[src/rtl/stream_demux_if.sv]
// stream_demux_if: shared ingress stream plus per-channel egress streams and drop status.
interface stream_demux_if #(
   parameter int WIDTH       = 8,
   parameter int SEL_WIDTH   = 3,
   parameter int NUM_OUTPUTS = 8
);
   logic [SEL_WIDTH-1:0]         sel;
   logic [WIDTH-1:0]             in_data;
   logic                         in_valid;
   logic                         in_last;
   logic                         in_ready;
   logic [NUM_OUTPUTS*WIDTH-1:0] out_data;
   logic [NUM_OUTPUTS-1:0]       out_valid;
   logic [NUM_OUTPUTS-1:0]       out_last;
   logic [NUM_OUTPUTS-1:0]       out_ready;
   logic                         err;
   logic [7:0]                   drop_count;

   modport master (
      output sel, in_data, in_valid, in_last, out_ready,
      input  in_ready, out_data, out_valid, out_last, err, drop_count
   );

   modport slave (
      input  sel, in_data, in_valid, in_last, out_ready,
      output in_ready, out_data, out_valid, out_last, err, drop_count
   );
endinterface

[src/rtl/stream_demux.sv]
// stream_demux: packet-aware 1-to-N valid/ready demultiplexer with one register per channel.
module stream_demux #(
   parameter int WIDTH       = 8,
   parameter int SEL_WIDTH   = 3,
   parameter int NUM_OUTPUTS = 8
) (
   input logic           clk,
   input logic           rst,
   stream_demux_if.slave bus
);
   typedef enum logic [1:0] {IDLE, LOCKED, DROP} state_e;

   state_e                       state_q, state_d;
   logic [SEL_WIDTH-1:0]         dest_q, dest_d;
   logic                         err_q, err_d;
   logic [7:0]                   cnt_q, cnt_d;
   logic [NUM_OUTPUTS*WIDTH-1:0] data_q;
   logic [NUM_OUTPUTS-1:0]       valid_q, last_q, load;
   logic [SEL_WIDTH-1:0]         tgt;
   logic                         sel_ok, route, in_ready, accept;

   // The first beat is routed by sel; later beats of the packet follow the latched dest.
   assign sel_ok   = {1'b0, bus.sel} < (SEL_WIDTH+1)'(NUM_OUTPUTS);
   assign tgt      = (state_q == LOCKED) ? dest_q : bus.sel;
   assign route    = (state_q == LOCKED) || (state_q == IDLE && sel_ok);
   assign in_ready = route ? (!valid_q[tgt] || bus.out_ready[tgt]) : 1'b1;
   assign accept   = bus.in_valid && in_ready;
   assign load     = (accept && route) ? (NUM_OUTPUTS'(1) << tgt) : '0;

   always_comb begin
      state_d = state_q;
      dest_d  = dest_q;
      err_d   = 1'b0;
      cnt_d   = cnt_q;
      if (accept) begin
         if (state_q == IDLE) begin
            dest_d  = sel_ok ? bus.sel : dest_q;
            err_d   = !sel_ok;
            cnt_d   = (!sel_ok && cnt_q != 8'hff) ? cnt_q + 8'd1 : cnt_q;
            state_d = bus.in_last ? IDLE : (sel_ok ? LOCKED : DROP);
         end else if (bus.in_last) begin
            state_d = IDLE;
         end
      end
   end

   always_ff @(posedge clk) begin
      if (rst) begin
         state_q <= IDLE;
         dest_q  <= '0;
         err_q   <= 1'b0;
         cnt_q   <= '0;
         data_q  <= '0;
         valid_q <= '0;
         last_q  <= '0;
      end else begin
         state_q <= state_d;
         dest_q  <= dest_d;
         err_q   <= err_d;
         cnt_q   <= cnt_d;
         for (int k = 0; k < NUM_OUTPUTS; k++) begin
            if (load[k]) begin
               data_q[k*WIDTH +: WIDTH] <= bus.in_data;
               last_q[k]                <= bus.in_last;
               valid_q[k]               <= 1'b1;
            end else if (bus.out_ready[k]) begin
               valid_q[k] <= 1'b0;
            end
         end
      end
   end

   assign bus.in_ready   = in_ready;
   assign bus.out_data   = data_q;
   assign bus.out_valid  = valid_q;
   assign bus.out_last   = last_q;
   assign bus.err        = err_q;
   assign bus.drop_count = cnt_q;
endmodule

[src/flat_wrapper.sv]
// flat-port wrapper written by rule: the top's interface ports become plain ports
module stream_demux_flat 
#(
   parameter int WIDTH       = 8,
   parameter int SEL_WIDTH   = 3,
   parameter int NUM_OUTPUTS = 8
)
  (clk, rst, bus_sel, bus_in_data, bus_in_valid, bus_in_last, bus_out_ready, bus_in_ready, bus_out_data, bus_out_valid, bus_out_last, bus_err, bus_drop_count);
  stream_demux_if #(.WIDTH(WIDTH), .SEL_WIDTH(SEL_WIDTH), .NUM_OUTPUTS(NUM_OUTPUTS)) bus_i ();
  input logic clk;
  input logic rst;
  input wire logic [$bits(bus_i.sel)-1:0] bus_sel;
  input wire logic [$bits(bus_i.in_data)-1:0] bus_in_data;
  input wire logic [$bits(bus_i.in_valid)-1:0] bus_in_valid;
  input wire logic [$bits(bus_i.in_last)-1:0] bus_in_last;
  input wire logic [$bits(bus_i.out_ready)-1:0] bus_out_ready;
  output wire logic [$bits(bus_i.in_ready)-1:0] bus_in_ready;
  output wire logic [$bits(bus_i.out_data)-1:0] bus_out_data;
  output wire logic [$bits(bus_i.out_valid)-1:0] bus_out_valid;
  output wire logic [$bits(bus_i.out_last)-1:0] bus_out_last;
  output wire logic [$bits(bus_i.err)-1:0] bus_err;
  output wire logic [$bits(bus_i.drop_count)-1:0] bus_drop_count;
  assign bus_i.sel = bus_sel;
  assign bus_i.in_data = bus_in_data;
  assign bus_i.in_valid = bus_in_valid;
  assign bus_i.in_last = bus_in_last;
  assign bus_i.out_ready = bus_out_ready;
  assign bus_in_ready = bus_i.in_ready;
  assign bus_out_data = bus_i.out_data;
  assign bus_out_valid = bus_i.out_valid;
  assign bus_out_last = bus_i.out_last;
  assign bus_err = bus_i.err;
  assign bus_drop_count = bus_i.drop_count;
  stream_demux #(.WIDTH(WIDTH), .SEL_WIDTH(SEL_WIDTH), .NUM_OUTPUTS(NUM_OUTPUTS)) u_core (.clk(clk), .rst(rst), .bus(bus_i));
endmodule
[config.mk]
export PLATFORM = sky130hd
export DESIGN_NAME = stream_demux_flat
export DESIGN_NICKNAME = d
export VERILOG_FILES = /design/src/rtl/stream_demux_if.sv /design/src/rtl/stream_demux.sv /design/src/flat_wrapper.sv
export SDC_FILE = /design/constraint.sdc
export NUM_CORES = 1
export LEC_CHECK = 0
export ABC_CLOCK_PERIOD_IN_PS = 2900
export CORE_ASPECT_RATIO = 0.5
export CORE_MARGIN = 2
export CORE_UTILIZATION = 31
export CTS_BUF_LIST = sky130_fd_sc_hd__clkbuf_4 sky130_fd_sc_hd__clkbuf_8
export CTS_CLUSTER_SIZE = 40
export DETAILED_ROUTE_END_ITERATION = 6
export PLACE_DENSITY = 0.64
export SLEW_MARGIN = 30
export SYNTH_ARGS = -nofsm -noshare
export SYNTH_HDL_FRONTEND = slang
export SYNTH_SLANG_ARGS = --single-unit
export TNS_END_PERCENT = 5
[constraint.sdc]
create_clock -name clk -period 2.9 [get_ports clk]
set_input_delay 0.29 -clock clk [delete_from_list [all_inputs] [get_ports clk]]
set_output_delay 0.29 -clock clk [all_outputs]
set_load 0.005 [all_outputs]
==> results by group, run 1 <==
Run status
  – Status: completed

Layout
  – Diodes inserted: 0
  – Register Area: 1682 µm²
  – Layout cells sized above 1: 11.88%
  – Post-route insts no fill: 608
  – Area of the multi-input gates: 1623 µm²
  – Fillers: 1,059
  – Final core occ: 44.99%
  – Synthesis-to-finish area growth: 41.76%
  – Net count, final: 481

CTS
  – Clock slew at reported path FFs: 0.09 ns
  – H-tree depth reported by CTS: 3
  – Root buf cell: clkbuf_8
  – CTS tree: built
  – Cts-stage hold buffer count: 0
  – CTS Buffer Depth: 2
  – Total CTS buffers: 9
  – Insertion delay to the later sink of the worst-skew pair: 0.36 ns
  – Clk sinks: 84

Die
  – I/O Pins: 113
  – Rows: 27
  – Die ar.: 12,160 µm²
  – Chip width: 153.9 µm
  – DIE HEIGHT: 78.97 µm
  – Starting density of the core: 31.74%
  – Core Area: 10,980 µm²

GRT
  – Largest net degree at the start of global routing: 48
  – First-pass GRT wire length: 14.27 mm
  – Vias in the first global route: 2,449
  – GRT overflow: 0
  – GRT Total Usage: 15.36%
  – Initial antenna violation count: 0

Timing
  – Setup TNS after final layout: 0 ns
  – Least-Margin Pin Slew: 0.8757 ns
  – RSZ-0062 raised after global routing: no
  – Slew Limit Fails: 0
  – Max-slew headroom: 41.62%
  – Clock Skew: 0.009745 ns
  – Fmax: 410.0 MHz
  – Fin crit share: 84.10%
  – Final Hold Fails: 0
  – Final Setup Violations: 0
  – Final min period: 2.439 ns

Synthesis
  – Synthesized cell area: 3485 µm²
  – Most common cell in the netlist: dfxtp_1
  – Top cells by count, synth: dfxtp_1 (84), nor2_1 (83), mux2i_1 (77)
  – Post-synth top area share: 48.26%
  – Async S/R FF share, synth: 0%
  – Post-Syn Instances: 354
  – Syn Area/Cell: 9.843 µm²
  – Warnings, synthesis: 0
  – Register area share after synthesis: 48.26%
  – Post-synthesis cell type count: 37
  – Post-synth EDFFs: 0
  – FF+latch count, synth: 84
  – Synth Flop Type: dfxtp_1
  – Top post-synthesis cells by area: dfxtp_1 (48%), mux2i_1 (22%), nor2_1 (8.9%)
  – Yosys top cell by area: dfxtp_1

Drt
  – Drt total wl: 9.359 mm
  – Routed wire per std cell: 15.39 µm
  – DRT iter0 DRCs: 121
  – Vias: 2,742
  – # DRC: 0
  – Routed vias/inst: 4.510
  – DRT Pass-1 Iters: 6
  – Routed Antenna Nets: 0

Hold path
  – Hold crit path type: reg2reg

Worst setup path
  – Crit-path max cell delay: 0.51 ns
  – CP Max Fanout: 12
  – Worst path cell trace: buf_6 > nand2b_4 > and2_4 > mux4_2 > and2_4 > nor2_1 > dlymetal6s2s_1
  – Largest delay contributor family on the critical path: simple AND/OR/NAND/NOR gates
  – Startpoint Class: flip-flop
  – Worst setup path category: reg2out
  – Worst EP arrival: 2.15 ns
  – CP most frequent cell: and2_4
  – WP data required: 2.61 ns
  – Worst path bufs/invs: 2
  – Critical path capture point type: primary output
  – CP max stage cell: mux4_2

Pwr
  – Cell Pwr Density: 482.6 nW/µm²
  – VDD IR max: 0.1936 mV
  – Static Leakage: 0.001776 µW

Placement
  – Dpl hpwl: 6.715 mm
  – RD Place Congestion: 0.8407
  – Placed cells: 592
  – Buffers on Ports: 103

Flow run
  – # Max-Cap Violations: 0
[final timing paths]
kind | start | end | slack [ns] | depth (start not counted)
setup / recovery | u_core.state_q[0] | bus_in_ready | 0.46 | 7
hold / removal | u_core.bus.out_data[6] | u_core.bus.out_data[6] | 0.50 | 2
setup reg to reg | u_core.state_q[0] | u_core.bus.out_data[29] | 0.48 | 9
hold reg to reg | u_core.bus.out_data[6] | u_core.bus.out_data[6] | 0.50 | 2
[cells in the final DEF (no fill, tap or decap), types with 2 or more instances in the layout]
| cell | n |
|---|---|
| nand2b_1 | 10 |
| conb_1 | 9 |
| and2_4 | 2 |
| mux4_2 | 2 |
| and2_1 | 2 |
| o22a_1 | 2 |
| a211oi_2 | 8 |
| a21oi_1 | 11 |
| mux2i_1 | 77 |
| clkdlybuf4s50_1 | 101 |
| nor2b_1 | 2 |
| nor2_1 | 83 |
| inv_1 | 9 |
| buf_12 | 2 |
| clkbuf_8 | 10 |
| buf_4 | 18 |
| nand2_1 | 3 |
| dfxtp_1 | 84 |
[worst reg2reg max path: stages (launching register included)]
cell      delay [ns]
dfxtp_1         0.36
buf_6           0.15
nand2b_4        0.14
and2_4          0.16
mux4_2          0.51
buf_4           0.18
a211oi_2        0.32
buf_4           0.24
mux2i_1         0.19
nor2_1          0.06
[metrics by stage]
step / setup WS, ns / power (µW) / hold slack [ns] / cell area, µm²
2_1_floorplan: 0.8572 / 1403 / 0.4447 / 3515
3_3_place_gp: 0.2520 / 1547 / 0.4729 / 4725
3_5_place_dp: 0.2172 / 1549 / 0.4820 / 4725
4_1_cts: 0.02840 / 2419 / 0.5024 / 4930
5_1_grt: 0.3221 / 2497 / 0.5210 / 4940
6_report: 0.4611 / 2384 / 0.4983 / 4940
[power breakdown]
group / switching [µW] / internal, µW
clock: 428 / 434
sequential: 22.7 / 1190
combinational: 151 / 161
total: 602 / 1780
[layout make-up]
| class | count | share of cell area, % |
|---|---|---|
| flip-flops and latches | 84 | 34.04 |
| clock buffers | 11 | 2.938 |
| clock inverters | 5 | 1.216 |
| well taps | 145 | 3.673 |
| multi-input cells | 230 | 32.85 |
| repair buffers | 124 | 24.59 |
| inverters | 9 | 0.6839 |
[routing by layer]
layer  up-vias  wire, µm  part of all wire (%)  track usage, %
met5         -         0                     0               0
met4         0       111                   1.2           5.047
met3         9       388                   4.1           3.821
met2        65      4256                    45           24.86
met1      1291      4603                    49           20.28
li1       1377         -                     -               -
[flip-flops by register name (all words and copies together), names as in the netlist]
register,count
u_core.bus.out_data,64
u_core.bus.out_last,8
u_core.bus.out_valid,8
u_core.dest_q,3
u_core.state_q,1
[kinds of logic (layout without fill, tap and decap cells)]
| logic type | count (synthesis) | count (layout) | synth area share (%) |
|---|---|---|---|
| flops | 84 | 84 | 48.26 |
| mux | 79 | 79 | 23.41 |
| other cells | 1 | 9 | 0.1076 |
| buf+inv | 48 | 149 | 7.289 |
| compound gates | 31 | 31 | 6.212 |
| simple gates | 111 | 111 | 14.72 |
[repair_timing]
item	in CTS	in global routing
resized for setup	0	3
buffers inserted	0	0
setup endpoints to repair	0	1
Note: power is estimated with default switching activity, not from simulation.
==> run 2, diff against run 1 <==
--- a/config.mk
+++ b/config.mk
@@ -5,14 +5,14 @@
 export SDC_FILE = /design/constraint.sdc
 export NUM_CORES = 1
 export LEC_CHECK = 0
-export ABC_CLOCK_PERIOD_IN_PS = 2900
+export ABC_CLOCK_PERIOD_IN_PS = 2100
 export CORE_ASPECT_RATIO = 0.5
 export CORE_MARGIN = 2
 export CORE_UTILIZATION = 31
 export CTS_BUF_LIST = sky130_fd_sc_hd__clkbuf_4 sky130_fd_sc_hd__clkbuf_8
 export CTS_CLUSTER_SIZE = 40
 export DETAILED_ROUTE_END_ITERATION = 6
-export PLACE_DENSITY = 0.64
+export PLACE_DENSITY = 0.66
 export SLEW_MARGIN = 30
 export SYNTH_ARGS = -nofsm -noshare
 export SYNTH_HDL_FRONTEND = slang
==> constraint.sdc (replaced) <==
create_clock -name clk -period 2.1 [get_ports clk]
set_input_delay 0.21 -clock clk [delete_from_list [all_inputs] [get_ports clk]]
set_output_delay 0.21 -clock clk [all_outputs]
set_load 0.005 [all_outputs]
==> run 2 against run 1 <==
  * The flow now finishes with violations (negative setup slack)
  * Cell area grew 6.3%
  * Total power rose by 42%
  * Non-clock buffer count is 18 higher
  * Clock skew up 0.0037 ns
  * Count of clock-buffer cells in the layout shrank 1
  * Critical path type is now reg2reg
  * Largest cell class is now multi-input combinational cells
  * Largest power group unchanged
  * Highest routed layer unchanged
==> results by group, run 2 (synthesis results as in run 1) <==
Run status
  – Status: complete, but fails checks
  – Violated checks: negative setup slack

CTS
  – H-tree depth reported by CTS: 3 (unchanged)
  – Clk sinks: 84 (unchanged)
  – Clock slew at reported path FFs: 0.10 ns (about the same)
  – CTS Buffer Depth: 2 (unchanged)
  – Root buf cell: clkbuf_8
  – Total CTS buffers: 9 (unchanged)
  – CTS tree: built
  – Insertion delay to the later sink of the worst-skew pair: 0.37 ns (about the same)

Timing
  – Final min period: 2.244 ns
  – Worst Setup Slack, final: -0.1441 ns (-0.6052 ns)
  – Final Setup Violations: 79 (+79)
  – Fmax: 445.6 MHz
  – Setup TNS after final layout: -6.727 ns (-6.727 ns)
  – RSZ-0062 raised after global routing: yes
  – Clock Skew: 0.01348 ns (+0.003734 ns)
  – Slew Limit Fails: 0 (unchanged)
  – Least-Margin Pin Slew: 0.5446 ns (-0.3311 ns)
  – Final Hold Fails: 0 (unchanged)
  – Max-slew headroom: 63.69% (+22 points)
  – Fin crit share: 106.9%

Die
  – Starting density of the core: 31.74% (unchanged)
  – I/O Pins: 113 (unchanged)
  – Chip width: 153.9 µm (unchanged)
  – Rows: 27 (unchanged)
  – Die ar.: 12,160 µm² (unchanged)
  – Core Area: 10,980 µm² (unchanged)
  – DIE HEIGHT: 78.97 µm (unchanged)

GRT
  – GRT overflow: 0 (unchanged)
  – First-pass GRT wire length: 15.48 mm (+8.5%)
  – Largest net degree at the start of global routing: 88 (+83%)
  – Vias in the first global route: 2,733 (+12%)
  – Initial antenna violation count: 0 (unchanged)
  – GRT Total Usage: 16.69% (+1.3 points)

Worst setup path
  – WP data required: 2.34 ns (-0.27 ns)
  – CP max stage cell: mux4_2
  – Crit path capture: u_core.bus.out_last[0]
  – Startpoint Class: flip-flop
  – CP Max Fanout: 8 (-4)
  – Reg2Reg Depth: 8 (-1)
  – Worst path cell trace: nand2b_4 > and2_4 > mux4_2 > buf_6 > a211oi_4 > buf_6 > mux2i_1 > nor2_1
  – Crit-path max cell delay: 0.52 ns (about the same)
  – Worst EP arrival: 2.48 ns (+0.33 ns)
  – Reg2reg end: u_core.bus.out_last[0]
  – CP most frequent cell: buf_6
  – Reg-to-reg critical path startpoint: u_core.state_q[0]
  – CP startpoint: u_core.state_q[0]
  – Worst R2R Setup Slack: -0.14 ns (-0.62 ns)
  – Critical path capture point type: flip-flop
  – Worst setup path category: reg2reg

Flow run
  – # Max-Cap Violations: 0 (unchanged)

Placement
  – RD Place Congestion: 0.7909 (-5.9%)
  – Pre-CTS setup slack: -0.5296 ns (-0.7467 ns)
  – Buffers on Ports: 103 (unchanged)
  – Dpl hpwl: 6.791 mm (+1.1%)

Layout
  – Commonest non-fill, non-tap cells in the layout: clkdlybuf4s50_1 (101), nor2_1 (82), dfxtp_1 (81), mux2i_1 (76), buf_4 (25)
  – Net count, final: 499 (+3.7%)
  – Max reg flops: 64 (unchanged)
  – Commonest non-fill, non-tap cell in the layout: clkdlybuf4s50_1
  – Diodes inserted: 0 (unchanged)
  – Layout cells sized above 1: 17.05% (+5.2 points)
  – Final core occ: 47.84% (+2.8 points)
  – Synthesis-to-finish area growth: 50.74%

Drt
  – Routed Antenna Nets: 0 (unchanged)
  – Drt total wl: 9.888 mm (+5.7%)
  – Routed vias/inst: 4.556 (+1.0%)
  – # DRC: 0 (unchanged)
  – Vias: 2,852 (+4.0%)
  – DRT Pass-1 Iters: 5 (-1)
  – Routed wire per std cell: 15.80 µm (+2.6%)
  – DRT iter0 DRCs: 138 (+14%)

Pwr
  – Clock power frac: 35.9% (-0.3 points)
  – PnR Total Power: 3395 µW (+42%)
  – Static Leakage: 0.001895 µW (+6.7%)
  – Logic pwr share: 14.8% (+1.7 points)
  – Reg power frac: 49.2% (-1.5 points)
  – Internal: 2497 µW (+40%)
  – Switching share of power: 26.45% (+1.2 points)
  – Cell Pwr Density: 646.4 nW/µm² (+34%)
  – P_sw: 898.1 µW (+49%)
  – VDD IR max: 0.2430 mV (+26%)

Hold path
  – Hold crit path type: in2reg
[run 2: cell types whose count changed in the layout (fill, tap and decap cells not counted), sizes merged]
cell,before,now
buf,22,41
clkbuf,11,10
dlymetal6s2s,1,0
inv,10,11
[run 2: what timing repair did]
action | 4_1_cts | 5_1_grt
buffers inserted | 1 | 2
resized for setup | 27 | 5
endpoints found under the setup margin | 85 | 83
pin swaps | 7 | 1
hold buffers | 0 | 0
[run 2: cell type report]
type                            instances  area [µm²]
Multi-Input combinational cell        230        1722
Sequential cell                        84        1688
Timing Repair Buffer                  142        1419
Clock buffer                           10       137.6
Inverter                                9       33.78
Fill cell                             993        5727
Tap cell                              145       181.4
Clock inverter                          6       71.32
[run 2: per-stage QoR]
step,area (µm²),hold slack [ns],instances
3_3_place_gp,4887,0.4713,607
5_1_grt,5253,0.3592,626
4_1_cts,5220,0.3396,624
3_5_place_dp,4887,0.4802,607
2_1_floorplan,3515,0.3647,362
6_report,5253,0.3297,626
[run 2: worst min path at each step]
stage | start | to | slack [ns] | depth (start not counted)
after floorplan | bus_sel[2] | u_core.dest_q[2] | 0.36 | 2
after global placement | u_core.bus.out_data[30] | u_core.bus.out_data[30] | 0.47 | 2
after detailed placement | u_core.bus.out_data[42] | u_core.bus.out_data[42] | 0.48 | 2
after CTS | rst | u_core.bus.out_last[3] | 0.34 | 3
after global routing | rst | u_core.bus.out_data[42] | 0.36 | 3
final | rst | u_core.bus.out_valid[4] | 0.33 | 3
[run 2: per-layer routing]
metal / GRT usage [%] / vias up / wire, µm / share of wire (%)
li1: - / 1405 / - / -
met1: 20.63 / 1362 / 4552 / 46
met2: 28.29 / 71 / 4729 / 48
met3: 4.858 / 14 / 417 / 4.2
met4: 5.607 / 0 / 190 / 1.9
met5: 0 / - / 0 / 0
[run 2: critical path: cells and delay by family (launching register included)]
kind / cells / cell delay, ns
compound gates: 1 / 0.26
buf+inv: 2 / 0.34
flops: 1 / 0.41
mux: 2 / 0.74
simple gates: 3 / 0.35
[run 2: power groups by stage]
stage | Clock, µW | Sequential [µW] | Combinational (µW)
2_1_floorplan | 0 | 1700 | 235
5_1_grt | 1330 | 1680 | 543
3_5_place_dp | 0 | 1710 | 465
6_report | 1220 | 1670 | 504
3_3_place_gp | 0 | 1710 | 463
4_1_cts | 1260 | 1670 | 501
==> run 3, diff against run 2 <==
--- a/config.mk
+++ b/config.mk
@@ -6,13 +6,15 @@
 export NUM_CORES = 1
 export LEC_CHECK = 0
 export ABC_CLOCK_PERIOD_IN_PS = 2100
-export CORE_ASPECT_RATIO = 0.5
+export CAP_MARGIN = 20
+export CORE_ASPECT_RATIO = 1.5
 export CORE_MARGIN = 2
 export CORE_UTILIZATION = 31
 export CTS_BUF_LIST = sky130_fd_sc_hd__clkbuf_4 sky130_fd_sc_hd__clkbuf_8
 export CTS_CLUSTER_SIZE = 40
 export DETAILED_ROUTE_END_ITERATION = 6
 export PLACE_DENSITY = 0.66
+export SKIP_CTS_REPAIR_TIMING = 1
 export SLEW_MARGIN = 30
 export SYNTH_ARGS = -nofsm -noshare
 export SYNTH_HDL_FRONTEND = slang
==> run 3 against run 2 <==
  * The run still ends with negative setup slack left
  * Via count rose by 1.4%
  * Clock skew is 0.0063 ns lower
  * Die area fell by 0.28%
  * Combinational power is 1% higher
  * Critical path depth is the same
  * Largest power group unchanged
  * Sequential share of layout area shrank 0.23 points
  * Final cell count increased by 1.3%
  * Cell area increased by 0.57%
  * Highest routed layer unchanged
  * Utilization rose by 0.20 points
  * Hold slack improved by 0.061 ns
  * Clock power fell by 3%
  * Wire length increased by 7.1%
==> results by group, run 3 (synthesis results as in run 1) <==
Run status
  – Status: complete, but fails checks
  – Violated checks: negative setup slack

Placement
  – Placed cells: 614 (+1.2%)
  – RD Place Congestion: 0.8491 (+7.4%)
  – Buffers on Ports: 103 (unchanged)
  – Dpl hpwl: 7.809 mm (+15%)

Worst setup path
  – Worst path cell trace: nand2b_4 > and2_4 > mux4_2 > buf_6 > a211oi_4 > clkbuf_16 > mux2i_1 > nor2_1
  – Stages on the worst setup path: 8 (unchanged)
  – WP data required: 2.34 ns (about the same)
  – Worst R2R Setup Slack: -0.19 ns (-0.05 ns)
  – Reg2Reg Depth: 8 (unchanged)
  – Crit-path max cell delay: 0.54 ns (+0.02 ns)
  – Reg2reg end: u_core.bus.out_data[30]
  – Critical path capture point type: flip-flop
  – Reg-to-reg critical path startpoint: u_core.state_q[0]
  – Largest delay contributor family on the critical path: multiplexers
  – Startpoint Class: flip-flop
  – Worst EP arrival: 2.53 ns (+0.05 ns)
  – Worst setup path category: reg2reg
  – CP startpoint: u_core.state_q[0]
  – CP Max Fanout: 6 (-2)
  – Crit path capture: u_core.bus.out_data[30]
  – Worst path bufs/invs: 2 (unchanged)
  – CP max stage cell: mux4_2

Timing
  – RSZ-0062 raised after global routing: yes
  – Least-Margin Pin Slew: 0.6760 ns (+0.1314 ns)
  – Final min period: 2.290 ns (+0.04569 ns)
  – Slew Limit Fails: 0 (unchanged)
  – Final Setup Violations: 80 (+1.3%)
  – Final Hold Fails: 0 (unchanged)
  – Fmax: 436.7 MHz (-2.0%)
  – Fin crit share: 109.0% (+2.2 points)
  – Clock Skew: 0.007166 ns (-0.006314 ns)
  – Worst Setup Slack, final: -0.1898 ns (-0.04569 ns)
  – Max-slew headroom: 54.93% (-8.8 points)

Drt
  – Routed wire per std cell: 16.70 µm (+5.7%)
  – Vias: 2,892 (+1.4%)
  – Routed Antenna Nets: 0 (unchanged)
  – DRT Pass-1 Iters: 4 (-1)
  – Routed vias/inst: 4.562 (+0.12%)
  – Drt total wl: 10.59 mm (+7.1%)
  – # DRC: 0 (unchanged)
  – DRT iter0 DRCs: 103 (-25%)

CTS
  – Clock slew at reported path FFs: 0.09 ns (about the same)
  – Total CTS buffers: 9 (unchanged)
  – Root buf cell: clkbuf_8
  – Insertion delay to the later sink of the worst-skew pair: 0.35 ns (-0.02 ns)
  – CTS Buffer Depth: 2 (unchanged)
  – Clk sinks: 84 (unchanged)
  – CTS tree: built
  – H-tree depth reported by CTS: 3 (unchanged)

Die
  – Core Area: 11,000 µm² (+0.16%)
  – I/O Pins: 113 (unchanged)
  – Rows: 47 (+74%)
  – DIE HEIGHT: 133.9 µm (+69%)
  – Starting density of the core: 31.69% (-0.051 points)
  – Die ar.: 12,120 µm² (-0.28%)
  – Chip width: 90.57 µm (-41%)

Layout
  – Commonest non-fill, non-tap cells in the layout: clkdlybuf4s50_1 (101), dfxtp_1 (83), nor2_1 (82), mux2i_1 (76), buf_4 (32)
  – Diodes inserted: 0 (unchanged)
  – Max reg flops: 64 (unchanged)
  – Commonest non-fill, non-tap cell in the layout: clkdlybuf4s50_1
  – Final core occ: 48.04% (+0.20 points)
  – Synthesis-to-finish area growth: 51.60%
  – Post-route insts no fill: 634 (+1.3%)
  – Layout cells sized above 1: 17.04% (about the same)
  – Net count, final: 505 (+1.2%)
  – Fillers: 1,051 (+5.8%)

Pwr
  – Cell Pwr Density: 635.4 nW/µm² (-1.7%)
  – VDD IR max: 0.3931 mV (+62%)
  – Static Leakage: 0.001933 µW (+2.0%)

GRT
  – Initial antenna violation count: 0 (unchanged)
  – GRT overflow: 0 (unchanged)
  – Largest net degree at the start of global routing: 35 (-60%)
  – GRT Total Usage: 17.24% (+0.55 points)
  – Vias in the first global route: 2,936 (+7.4%)
  – First-pass GRT wire length: 15.98 mm (+3.3%)

Hold path
  – Hold crit path type: in2reg

Flow run
  – # Max-Cap Violations: 0 (unchanged)
-- run 3: cell types whose count changed in the layout (fill, tap and decap cells not counted), sizes merged --
cell,before,now
clkinv,2,3
clkinvlp,1,0
clkbuf,10,13
inv,11,9
buf,41,45
dlymetal6s2s,0,1
-- run 3: how the worst min path moves through the flow --
stage,start,to,slack [ns],depth (start not counted)
global route,rst,u_core.bus.out_data[8],0.40,2
floorplan,bus_sel[2],u_core.dest_q[2],0.36,2
CTS,rst,u_core.bus.out_data[36],0.37,2
global placement,u_core.bus.out_data[26],u_core.bus.out_data[26],0.48,2
detailed placement,u_core.bus.out_data[52],u_core.bus.out_data[52],0.48,2
finish,rst,u_core.bus.out_data[8],0.39,2
-- run 3: metrics by stage --
stage	setup slack (ns)	cell area (µm²)	total power (µW)	hold WS (ns)	setup TNS (ns)
global route	-0.2895	5283	3511	0.3981	-16.93
global placement	-0.4683	4952	2188	0.4761	-30.90
finish	-0.1898	5283	3357	0.3910	-8.874
CTS	-0.7135	5154	3369	0.3709	-18.19
floorplan	0.05720	3515	1937	0.3647	0
detailed placement	-0.4958	4952	2193	0.4800	-32.09
-- run 3: cell type report --
cell class | count | area [µm²] | area share (%)
clock buffer | 12 | 152.6 | 2.890
tap | 147 | 183.9 | 3.482
sequential | 84 | 1685 | 31.90
inverter | 9 | 33.78 | 0.6395
multi-input combinational | 230 | 1679 | 31.79
clock inverter | 4 | 48.80 | 0.9237
timing repair buffer | 148 | 1499 | 28.38
-- run 3: metal layers --
metal  wire length, µm  global-route usage, %  vias to the layer above  part of all wire, %
li1                  -                      -                     1422                    -
met1              4404                  19.44                     1379                   42
met2              5427                  30.97                       81                   51
met3               544                  4.888                       10                  5.1
met4               212                  5.983                        0                  2.0
met5                 0                      0                        -                    0
-- run 3: report_power, final --
part | switching, µW | internal (µW) | leakage, µW
sequential | 32.7 | 1640 | 0.000681
combinational | 239 | 272 | 0.00114
clock | 568 | 608 | 0.000107
